<file path="config.mk">
export PLATFORM = sky130hd
export DESIGN_NAME = wb_arbiter
export DESIGN_NICKNAME = d
export VERILOG_FILES = /design/src/rtl/wb_arbiter_pkg.sv /design/src/rtl/wb_arbiter_rr_picker.sv /design/src/rtl/wb_arbiter.sv
export SDC_FILE = /design/constraint.sdc
export NUM_CORES = 1
export LEC_CHECK = 0
export BUFFER_PORTS_ARGS = -buffer_cell sky130_fd_sc_hd__buf_2
export CAP_MARGIN = 30
export CORE_MARGIN = 3
export CORE_UTILIZATION = 28
export DETAILED_ROUTE_END_ITERATION = 6
export PLACE_DENSITY_LB_ADDON = 0.05
export SYNTH_ARGS = -nofsm -noshare
export SYNTH_HDL_FRONTEND = slang
export SYNTH_SLANG_ARGS = --single-unit
</file>
<file path="constraint.sdc">
create_clock -name clk -period 1 [get_ports clk]
set_input_delay 0.2 -clock clk [delete_from_list [all_inputs] [get_ports clk]]
set_output_delay 0.2 -clock clk [all_outputs]
set_load 0.02 [all_outputs]
</file>
<file path="src/rtl/wb_arbiter_pkg.sv">
// Shared Wishbone types and constants for the controller-side arbiter and its helpers.
package wb_arbiter_pkg;

  localparam int unsigned WbAdrW           = 16;
  localparam int unsigned WbDatW           = 8;
  localparam int unsigned WbTimeoutDefault = 255;

  typedef struct packed {
    logic              stb;
    logic              we;
    logic [WbAdrW-1:0] adr;
    logic [WbDatW-1:0] dat;
  } iWishbone_Ctrl;

  typedef struct packed {
    logic              ack;
    logic [WbDatW-1:0] dat;
  } iWishbone_Peri;

  // Watchdog counter width: wide enough for the limit, clamped to 8..16 bits.
  function automatic int unsigned wdog_width(int unsigned limit);
    int unsigned w;
    w = $clog2(limit + 1);
    if (w < 8) w = 8;
    if (w > 16) w = 16;
    return w;
  endfunction

endpackage

</file>
<file path="src/rtl/wb_arbiter_rr_picker.sv">
// Combinational round-robin picker: first set request searching upward from last+1, wrapping.
module wb_arbiter_rr_picker
  import wb_arbiter_pkg::*;
#(
  parameter int unsigned N    = 2,
  parameter int unsigned IdxW = $clog2(N)
) (
  input  logic [N-1:0]    req,
  input  logic [IdxW-1:0] last,
  output logic            valid,
  output logic [IdxW-1:0] winner
);

  always_comb begin
    valid  = 1'b0;
    winner = '0;
    // Walk from the farthest candidate to the nearest so the nearest requester wins.
    for (int k = N; k >= 1; k--) begin
      if (req[IdxW'((int'(last) + k) % int'(N))]) begin
        valid  = 1'b1;
        winner = IdxW'((int'(last) + k) % int'(N));
      end
    end
  end

endmodule

</file>
<file path="src/rtl/wb_arbiter.sv">
// Round-robin arbiter sharing one Wishbone peripheral port among pCtrls controllers.
// Optional watchdog enabled by defining WB_ARBITER_TIMEOUT_EN.
module wb_arbiter
  import wb_arbiter_pkg::*;
#(
  parameter int unsigned pCtrls   = 2,
  parameter int unsigned pTimeout = WbTimeoutDefault
) (
  input  logic                      clk,
  input  logic                      rst,
  input  iWishbone_Ctrl             ctrl_c [pCtrls],
  output iWishbone_Peri             ctrl_p [pCtrls],
  output iWishbone_Ctrl             wb_c,
  input  iWishbone_Peri             wb_p,
  output logic [$clog2(pCtrls)-1:0] grant,
  output logic                      busy
);

  localparam int unsigned IdxW = $clog2(pCtrls);

  typedef enum logic [0:0] {StIdle, StBusy} state_e;

  state_e            state_q;
  logic [IdxW-1:0]   grant_q;
  logic [IdxW-1:0]   last_q;
  logic              busy_q;
  logic [pCtrls-1:0] req;
  logic              pick_valid;
  logic [IdxW-1:0]   pick_idx;
  logic              timeout_hit;
  logic              timeout_q;

  always_comb begin
    for (int i = 0; i < pCtrls; i++) req[i] = ctrl_c[i].stb;
  end

  wb_arbiter_rr_picker #(
    .N    (pCtrls),
    .IdxW (IdxW)
  ) u_picker (
    .req    (req),
    .last   (last_q),
    .valid  (pick_valid),
    .winner (pick_idx)
  );

`ifdef WB_ARBITER_TIMEOUT_EN
  localparam int unsigned     CntW    = wdog_width(pTimeout);
  localparam logic [CntW-1:0] CntLast = CntW'(pTimeout - 1);

  logic [CntW-1:0] cnt_q;

  // Fires on the pTimeout-th BUSY cycle; a real ack in that cycle wins.
  assign timeout_hit = (state_q == StBusy) && !wb_p.ack && (cnt_q == CntLast);

  always_ff @(posedge clk) begin
    if (!rst) begin
      cnt_q     <= '0;
      timeout_q <= 1'b0;
    end else begin
      timeout_q <= timeout_hit;
      if (state_q != StBusy) begin
        cnt_q <= '0;
      end else if (!wb_p.ack) begin
        cnt_q <= cnt_q + 1'b1;
      end
    end
  end
`else
  logic unused_timeout;
  assign unused_timeout = ^pTimeout;
  assign timeout_hit    = 1'b0;
  assign timeout_q      = 1'b0;
`endif

  always_ff @(posedge clk) begin
    if (!rst) begin
      state_q <= StIdle;
      last_q  <= IdxW'(pCtrls - 1);
      grant_q <= '0;
      busy_q  <= 1'b0;
    end else begin
      case (state_q)
        StIdle: begin
          if (pick_valid) begin
            state_q <= StBusy;
            grant_q <= pick_idx;
            busy_q  <= 1'b1;
          end
        end
        StBusy: begin
          // Ack, owner abort and watchdog all end the transaction the same way.
          if (wb_p.ack || !ctrl_c[grant_q].stb || timeout_hit) begin
            state_q <= StIdle;
            last_q  <= grant_q;
            busy_q  <= 1'b0;
          end
        end
        default: state_q <= StIdle;
      endcase
    end
  end

  // Only the owner sees the peripheral; everything else stays zero for clean debug taps.
  always_comb begin
    wb_c = '0;
    for (int i = 0; i < pCtrls; i++) ctrl_p[i] = '0;
    if (state_q == StBusy) begin
      wb_c            = ctrl_c[grant_q];
      ctrl_p[grant_q] = wb_p;
      if (timeout_hit) begin
        wb_c.stb        = 1'b0;
        ctrl_p[grant_q] = '{ack: 1'b1, dat: '0};
      end
    end
  end

  assign grant = grant_q;
  assign busy  = busy_q | timeout_q;

endmodule
</file>
==> run metrics, run 1 <==
run status=finished, violations left; failing checks=negative setup slack; Port Buffers=108; Max-Slew Margin vs Limit=0.8017; share of cells above drive strength 1=0.8626; CP Capture Type=output port; fmax=around 680 MHz; vias per cell=4.589; syn_nets=roughly 160; antenna viol nets, final=0; Startpoint Class=flip-flop; CTS Buf Count=3; Post-Layout Cell Count=241; Crit. Startpoint=grant; pwr dens=approximately 670 nW/um^2; Post-synth EDFFs=0; Pre-antenna DRT Iters=4; Starting Density=0.3075; r2r setup slk=-170 ps; placed cells=between 200 and 250; Reg clk slew, reported paths=50 ps; # fillers=between 200 and 250; Yosys top cell by area=mux2i_1; most frequent cell after synthesis=nor2b_1; Vias=1,106; WL final=3290 um; ys flop type=dfxtp_1; Tcrit/Tclk final=1.478; hold crit path type=input pin to flip-flop; Synth async-reset ratio=0; wire length on met1=1101 um; clock root buffer=clkbuf_4; Yosys cell types=20; Max H-tree Level=1; Mapped Cells=94; largest net degree at the start of global routing=18; RSZ-0062 raised after global routing=true; list of most frequent post-synthesis cells=nor2b_1 (27), mux2i_1 (26), and2_1 (9), and3_1 (9), dfxtp_1 (4); Synth top area share=0.3296; design area=~1900 um^2; Post-DP HPWL=~2400 um; pin slew with the least headroom to its limit=294.4 ps; Hold Fails Final Rpt=0; P&R area growth vs syn=136.5%; initial antenna violation count=0; Die Span Y=roughly 59 um; sequential-to-total area share from yosys stat=0.1014; fin util=0.7271; MaxCap Viol Count=0; I/O pins=109; Met2 Wirelength=about 1900 um; Crit Path Category=flip-flop to output port; Initial DRC Count=19; YS warnings=0; Mapped Area=789.5 um^2; Post-Route Skew=approximately 14 ps; Worst EP arrival=around 1300 ps; # diodes=0; drt drc=0; row cnt=18; Worst Path Max Fanout=7; GRT Total Usage=0.1741; syn_area_per_cell=around 8.4 um^2; hold slack=about 210 ps; Final Max Slew Viols=0; Final Setup Violations=49; RePlAce Congestion=around 0.75; first-pass GRT wire length=about 4700 um; full die area=between 3000 and 4000 um^2; Top Metal Used=met4; worst path required time=about 800 ps; fin nets=approximately 280; vias in the first global route=1,029; worst r2r src=grant; worst setup path endpoint=wb_c[21]; hold_buf cts=0; Max Root-Sink Buffers=2; TritonCTS clock tree=done; WL per Instance=13.65 um; synth top area cells=mux2i_1 (33%), nor2b_1 (21%), dfxtp_1 (10%); Peak VDD IR=roughly 0.0007 V; leakage power=0.9411 nW; worst r2r path cells=3; Synth Register Bits=4; fin crit period=about 1500 ps; Placeable Area=about 2600 um^2; Die X=approximately 60 um; WL met3=278 um; Skew-Pair Late Insertion Delay=between 200 and 300 ps; total grt overflow=0; Reg-to-Reg End=last_q; Setup WS pre-CTS=-253.8 ps; clk sink count=4; Area after DPL=~1500 um^2; fin worst setup slack=-477.9 ps
-- where the power goes --
group / internal [mW] / switching [mW] / leakage (nW) / total [mW]
clock: 0.151 / 0.0809 / 0.0150 / 0.231
sequential: 0.172 / 0.0200 / 0.0344 / 0.192
combinational: 0.453 / 0.367 / 0.892 / 0.820
total: 0.776 / 0.468 / 0.941 / 1.24
-- repair_timing --
item	CTS	global route
resized for setup	72	16
gates cloned	1	1
endpoints found under the setup margin	49	49
buffers inserted	1	0
pin swaps	5	0
-- cell type report --
type	instances	area (um^2)	area share
timing repair buffer	120	862.1	0.4618
tap	30	37.54	0.02011
clock buffer	4	26.28	0.01408
multi-input combinational	83	853.3	0.4571
sequential	4	87.58	0.04692
-- how the worst min path moves through the flow --
| stage | slack [ps] | cells after the start | endpoint | start |
|---|---|---|---|---|
| finish | 210 | 2 | state_q | rst |
| floorplan | 320 | 1 | state_q | rst |
| CTS | 210 | 2 | state_q | rst |
| global placement | 430 | 1 | last_q | last_q |
| detailed placement | 440 | 1 | last_q | last_q |
| global route | 230 | 2 | state_q | rst |
-- sequential cells by signal (all words and copies together) (netlist names) --
name	count
last_q	1
state_q	1
grant	1
busy	1
-- cells by family (layout without fill, tap and decap cells) --
logic type             Yosys count  after routing  share of synthesized area
AOI/OAI and AO/OA                6              6                    0.06181
buffers and inverters            8            124                    0.09508
DFF                              4              4                     0.1014
muxes                           26             26                     0.3296
and+or+nand+nor                 50             51                     0.4120
-- critical path: stages (launching register included) --
cell       delay, ps
dfxtp_4          420
clkbuf_16        180
mux2i_2          230
nor2b_2           70
buf_6            130
-- stage by stage --
step	TNS, ps	power [mW]
detailed placement	-8613	0.8481
global placement	-7898	0.8327
CTS	-20000	1.197
floorplan	-7672	0.6103
global route	-23340	1.322
finish	-20650	1.243
-- routing by layer --
metal  vias to the layer above  track usage
li1                        552            -
met1                       501       0.1848
met2                        51       0.3454
met3                         2      0.04139
met4                         0      0.02913
met5                         -            0
-- placed cells by master, fill, tap and decap left out, types with 3 or more instances in the layout --
| cell | synthesis | layout |
|---|---|---|
| and2_4 | 0 | 9 |
| and3_4 | 0 | 9 |
| buf_2 | 1 | 79 |
| buf_4 | 0 | 9 |
| buf_6 | 1 | 27 |
| clkbuf_4 | 1 | 3 |
| mux2i_1 | 26 | 18 |
| mux2i_2 | 0 | 5 |
| mux2i_4 | 0 | 3 |
| nor2b_2 | 0 | 23 |
| nor2b_4 | 1 | 5 |
No activity file was read; power rests on OpenSTA's default activity.
==> inputs of run 2 (changes only) <==
BUFFER_PORTS_ARGS = not set   (was -buffer_cell sky130_fd_sc_hd__buf_2)
CORE_UTILIZATION = 45   (was 28)
DONT_BUFFER_PORTS = 1   (was not set)
==> run metrics, run 2 (synthesis gave the netlist of run 1 again) <==
run status=finished, violations left; failing checks=negative setup slack; drt drc=0 (unchanged); vias in the first global route=681 (-34%); Pre-antenna DRT Iters=3 (-1); most frequent cells in the layout=nor2b_2 (18), mux2i_1 (15), nor2b_4 (10); Worst EP arrival=1230 ps (-50 ps); Net Switching=0.4062 mW (-13%); Starting Density=0.5008 (+0.1933); Post-Route Skew=15.55 ps (+1.661 ps); CP peak stage delay=430 ps (about the same); P&R area growth vs syn=55.78%; WL final=2640 um (-20%); hold_buf cts=0 (unchanged); Max H-tree Level=1 (unchanged); Hold Fails Final Rpt=0 (unchanged); hold crit path type=input pin to flip-flop; worst path required time=800 ps (about the same); TritonCTS clock tree=done; initial antenna violation count=0 (unchanged); # diodes=0 (unchanged); RePlAce Congestion=0.6924 (-7.6%); pwr dens=840.7 nW/um^2 (+26%); total grt overflow=0 (unchanged); Slowest-stage cell, CP=dfxtp_4; fin crit period=1435 ps (-43.38 ps); fin worst setup slack=-434.5 ps (+43.38 ps); total power=1.034 mW (-17%); Die Span Y=47.89 um (-19%); largest net degree at the start of global routing=16 (-2); Peak VDD IR=0.001083 V (+57%); CTS Buf Count=3 (unchanged); pin slew with the least headroom to its limit=280.5 ps (-13.91 ps); Worst Path Max Fanout=7 (unchanged); Skew-Pair Late Insertion Delay=250 ps (about the same); # fillers=109 (-46%); fin util=0.7802 (+0.05306); Clock power frac=0.228 (+0.042); share of cells above drive strength 1=0.7453 (-0.1173); Initial DRC Count=3 (-16); Max Root-Sink Buffers=2 (unchanged); Tcrit/Tclk final=1.435 (-0.04338); combinational fraction of design power=0.580 (-0.079); Die X=47.89 um (-19%); Pint=0.6278 mW (-19%); Final Max Slew Viols=0 (unchanged); Crit Path Category=flip-flop to output port; fmax=697.1 MHz (+3.0%); vias per cell=6.213 (+35%); Setup WS pre-CTS=-145.4 ps (+108.5 ps); fin nets=170 (-38%); WL per Instance=21.64 um (+59%); Startpoint Class=flip-flop; r2r setup slk=-170 ps (about the same); GRT Total Usage=0.1902 (+0.01604); Final Setup Violations=49 (unchanged); sw frac=0.3929 (+0.01673); I/O pins=109 (unchanged); Port Buffers=0 (-100%); antenna viol nets, final=0 (unchanged); part of the power in registers=0.192 (+0.038); Max-Slew Margin vs Limit=0.8122 (+0.01050); first-pass GRT wire length=3008 um (-36%); Placeable Area=1577 um^2 (-39%); CP Capture Type=output port; MaxCap Viol Count=0 (unchanged); commonest non-fill, non-tap cell in the layout=nor2b_2; Post-DP HPWL=1881 um (-22%); Reg clk slew, reported paths=50 ps (about the same); Vias=758 (-31%); clk sink count=4 (unchanged); row cnt=14 (-4); leakage power=0.4610 nW (-51%); Cell Chain, Critical Path=clkbuf_16, mux2i_1, nor2b_2; RSZ-0062 raised after global routing=true; full die area=2293 um^2 (-34%); clock root buffer=clkbuf_4
-- run 2: cell count changes in the layout (fill, tap and decap cells not counted) --
cell     previous run  this run
buf_12              2         1
buf_6              27         6
mux2i_4             3         7
mux2i_1            18        15
and2b_2             1         0
mux2i_2             5         4
buf_2              79         0
and2b_1             0         1
buf_4               9         6
nor2b_2            23        18
nor2b_4             5        10
buf_8               2         1
-- run 2: critical path: cells and delay by family, from the launching register on --
family,cells,cell delay (ps)
DFF,1,430
and+or+nand+nor,1,260
buffers and inverters,1,200
muxes,1,90
-- run 2: final cells by class --
type,instances,area [um^2],share of cell area
clock buffers,4,26.28,0.02136
flip-flops and latches,4,87.58,0.07121
well taps,16,20.02,0.01628
multi-input cells,83,923.4,0.7508
repair buffers,15,172.7,0.1404
-- run 2: final timing paths --
| path | startpoint | end | cells after the start |
|---|---|---|---|
| worst min register to register | last_q | last_q | 1 |
| worst min-delay path | rst | state_q | 1 |
| worst max-delay path | grant | wb_c[8] | 3 |
| worst max register to register | grant | last_q | 3 |
-- run 2: layer usage --
layer,vias to the layer above,wire (um),track usage
li1,349,-,-
met5,-,0,0
met1,342,801,0.1674
met3,2,316,0.06015
met2,65,1494,0.3984
met4,0,27,0.04839
-- run 2: power groups by stage --
stage | clock network (mW) | logic, mW | registers [mW]
2_1_floorplan | 0 | 0.419 | 0.192
3_3_place_gp | 0 | 0.455 | 0.193
5_1_grt | 0.263 | 0.631 | 0.201
6_report | 0.235 | 0.600 | 0.199
3_5_place_dp | 0 | 0.464 | 0.194
4_1_cts | 0.236 | 0.525 | 0.195
-- run 2: what timing repair did --
action | in CTS | in global routing
gates cloned | 2 | 1
setup buffers | 2 | 0
pin swaps | 13 | 4
gates resized for setup | 25 | 19
setup endpoints to repair | 49 | 49
-- run 2: stage by stage --
step / area [um^2] / TNS, ps / instances / hold WS [ps]
6_report: 1230 / -16710 / 122 / 58.42
3_3_place_gp: 969.7 / -3275 / 113 / 327.3
5_1_grt: 1230 / -18860 / 122 / 55.80
2_1_floorplan: 934.6 / -7672 / 94 / 317.7
4_1_cts: 1099 / -15220 / 121 / 61.55
3_5_place_dp: 969.7 / -3778 / 113 / 323.1
==> inputs of run 3 (changes only) <==
BUFFER_PORTS_ARGS = -buffer_cell sky130_fd_sc_hd__buf_2   (was not set)
CORE_UTILIZATION = 33   (was 45)
DONT_BUFFER_PORTS = not set   (was 1)
clock period = 1.7 ns   (was 1 ns; I/O delays follow)
==> run metrics, run 3 (synthesis gave the netlist of run 1 again) <==
row cnt=17 (+3); Tcrit/Tclk final=0.9310; MaxCap Viol Count=0 (unchanged); Post-CTS Setup Inserts=0 (-2); placed cells=227 (+100%); worst path required time=1360 ps (+560 ps); Starting Density=0.3535 (-0.1473); Reg clk slew, reported paths=30 ps (-20 ps); Initial DRC Count=3 (unchanged); Die Span Y=54.91 um (+15%); RePlAce Congestion=0.6670 (-3.7%); most frequent cells in the layout=buf_2 (108), nor2b_1 (27), mux2i_1 (26); full die area=3015 um^2 (+31%); Crit Path Category=flip-flop to output port; Placeable Area=2233 um^2 (+42%); Peak VDD IR=0.0005018 V (-54%); share of cells above drive strength 1=0.5941 (-0.1512); Post-Layout Cell Count=230 (+89%); P&R area growth vs syn=74.33%; post-route setup TNS=0 ps (+16,710 ps); total grt overflow=0 (unchanged); Post-DP HPWL=2260 um (+20%); RSZ-0062 raised after global routing=false; commonest non-fill, non-tap cell in the layout=buf_2; Vias=1,042 (+37%); Pre-antenna DRT Iters=2 (-1); Net Switching=0.2170 mW (-47%); Pint=0.3516 mW (-44%); TritonCTS clock tree=done; combinational fraction of design power=0.609 (+0.029); first-pass GRT wire length=3387 um (+13%); # diodes=0 (unchanged); fin crit period=between 1500 and 2000 ps; hold crit path type=input pin to flip-flop; vias in the first global route=814 (+20%); clk sink count=4 (unchanged); drt drc=0 (unchanged); run status=finished, final reports clean; GRT Total Usage=0.1492 (-0.04097); pwr dens=413.1 nW/um^2 (-51%); I/O pins=109 (unchanged); WL final=2652 um (+0.45%); r2r setup slk=570 ps (+740 ps); fin nets=267 (+57%); CP Capture Type=output port; initial antenna violation count=0 (unchanged); clock root buffer=clkbuf_4; hold_buf cts=0 (unchanged); Max Root-Sink Buffers=2 (unchanged); Final Setup Violations=0 (-100%); Hold Fails Final Rpt=0 (unchanged); part of the power in registers=0.193 (about the same); fmax=631.8 MHz; sw frac=0.3816 (-0.01121); Worst Path Max Fanout=17 (+10); Startpoint Class=flip-flop; Skew-Pair Late Insertion Delay=230 ps (-20 ps); Gates resized, CTS repair=0 (-100%); Post-Route Skew=0.4371 ps (-15.11 ps); WL per Instance=11.53 um (-47%); leakage power=0.8440 nW (+83%); largest net degree at the start of global routing=22 (+6); vias per cell=4.530 (-27%); antenna viol nets, final=0 (unchanged); Worst EP arrival=1240 ps (about the same); Clock power frac=0.198 (-0.030); CTS Buf Count=3 (unchanged); Final Max Slew Viols=0 (unchanged); pin slew with the least headroom to its limit=229.6 ps (-50.93 ps); Die X=54.91 um (+15%); Max H-tree Level=1 (unchanged); Max-Slew Margin vs Limit=0.8426 (+0.03042); Port Buffers=108 (+108)
==> run 3: changes by cell type in the layout (fill, tap and decap cells not counted), moves of 9 or more <==
cell	previous run	this run
nor2b_2	18	0
and3_1	0	9
and3_4	9	0
nor2b_4	10	1
and2_4	9	0
nor2b_1	1	27
and2_1	0	9
mux2i_1	15	26
buf_2	0	108
==> run 3: final cells by class <==
type	count	area (um^2)
Fill cell	207	857.1
Sequential cell	4	81.33
Multi-Input combinational cell	82	634.4
Tap cell	28	35.03
Timing Repair Buffer	113	603.1
Clock buffer	3	22.52
==> run 3: through the flow <==
step                power, mW  setup slack, ps  hold WS [ps]  utilization  cell area (um^2)
floorplan              0.3244            144.1         425.8            -             789.5
global placement       0.4510            387.9         441.4       0.6062              1354
detailed placement     0.4601            341.6         462.8       0.6062              1354
CTS                    0.5767            93.07         367.2       0.6162              1376
global route           0.6094            53.21         376.4       0.6162              1376
finish                 0.5685            117.3         378.7       0.6162              1376
==> run 3: critical path: stages (launching register included) <==
cell and delay, ps:
dfxtp_2 380, buf_12 190, mux2i_1 220, nor2b_1 70, buf_2 160
==> run 3: power groups by stage <==
| stage | sequential, mW | clock [mW] | combinational [mW] |
|---|---|---|---|
| after floorplan | 0.113 | 0 | 0.212 |
| after CTS | 0.110 | 0.117 | 0.350 |
| after global routing | 0.110 | 0.121 | 0.378 |
| after detailed placement | 0.111 | 0 | 0.349 |
| final | 0.110 | 0.113 | 0.346 |
| after global placement | 0.111 | 0 | 0.340 |
==> run 3: worst paths after layout <==
check          start  cells after the start  endpoint
min              rst                      2   state_q
max            grant                      4  wb_c[19]
max reg2reg  state_q                      3     grant
min reg2reg   last_q                      1    last_q
==> run 3: routing by layer <==
metal | routed length (um) | track usage
met4 | 0 | 0.03644
met1 | 939 | 0.1597
met3 | 225 | 0.01609
met2 | 1487 | 0.3031
met5 | 0 | 0
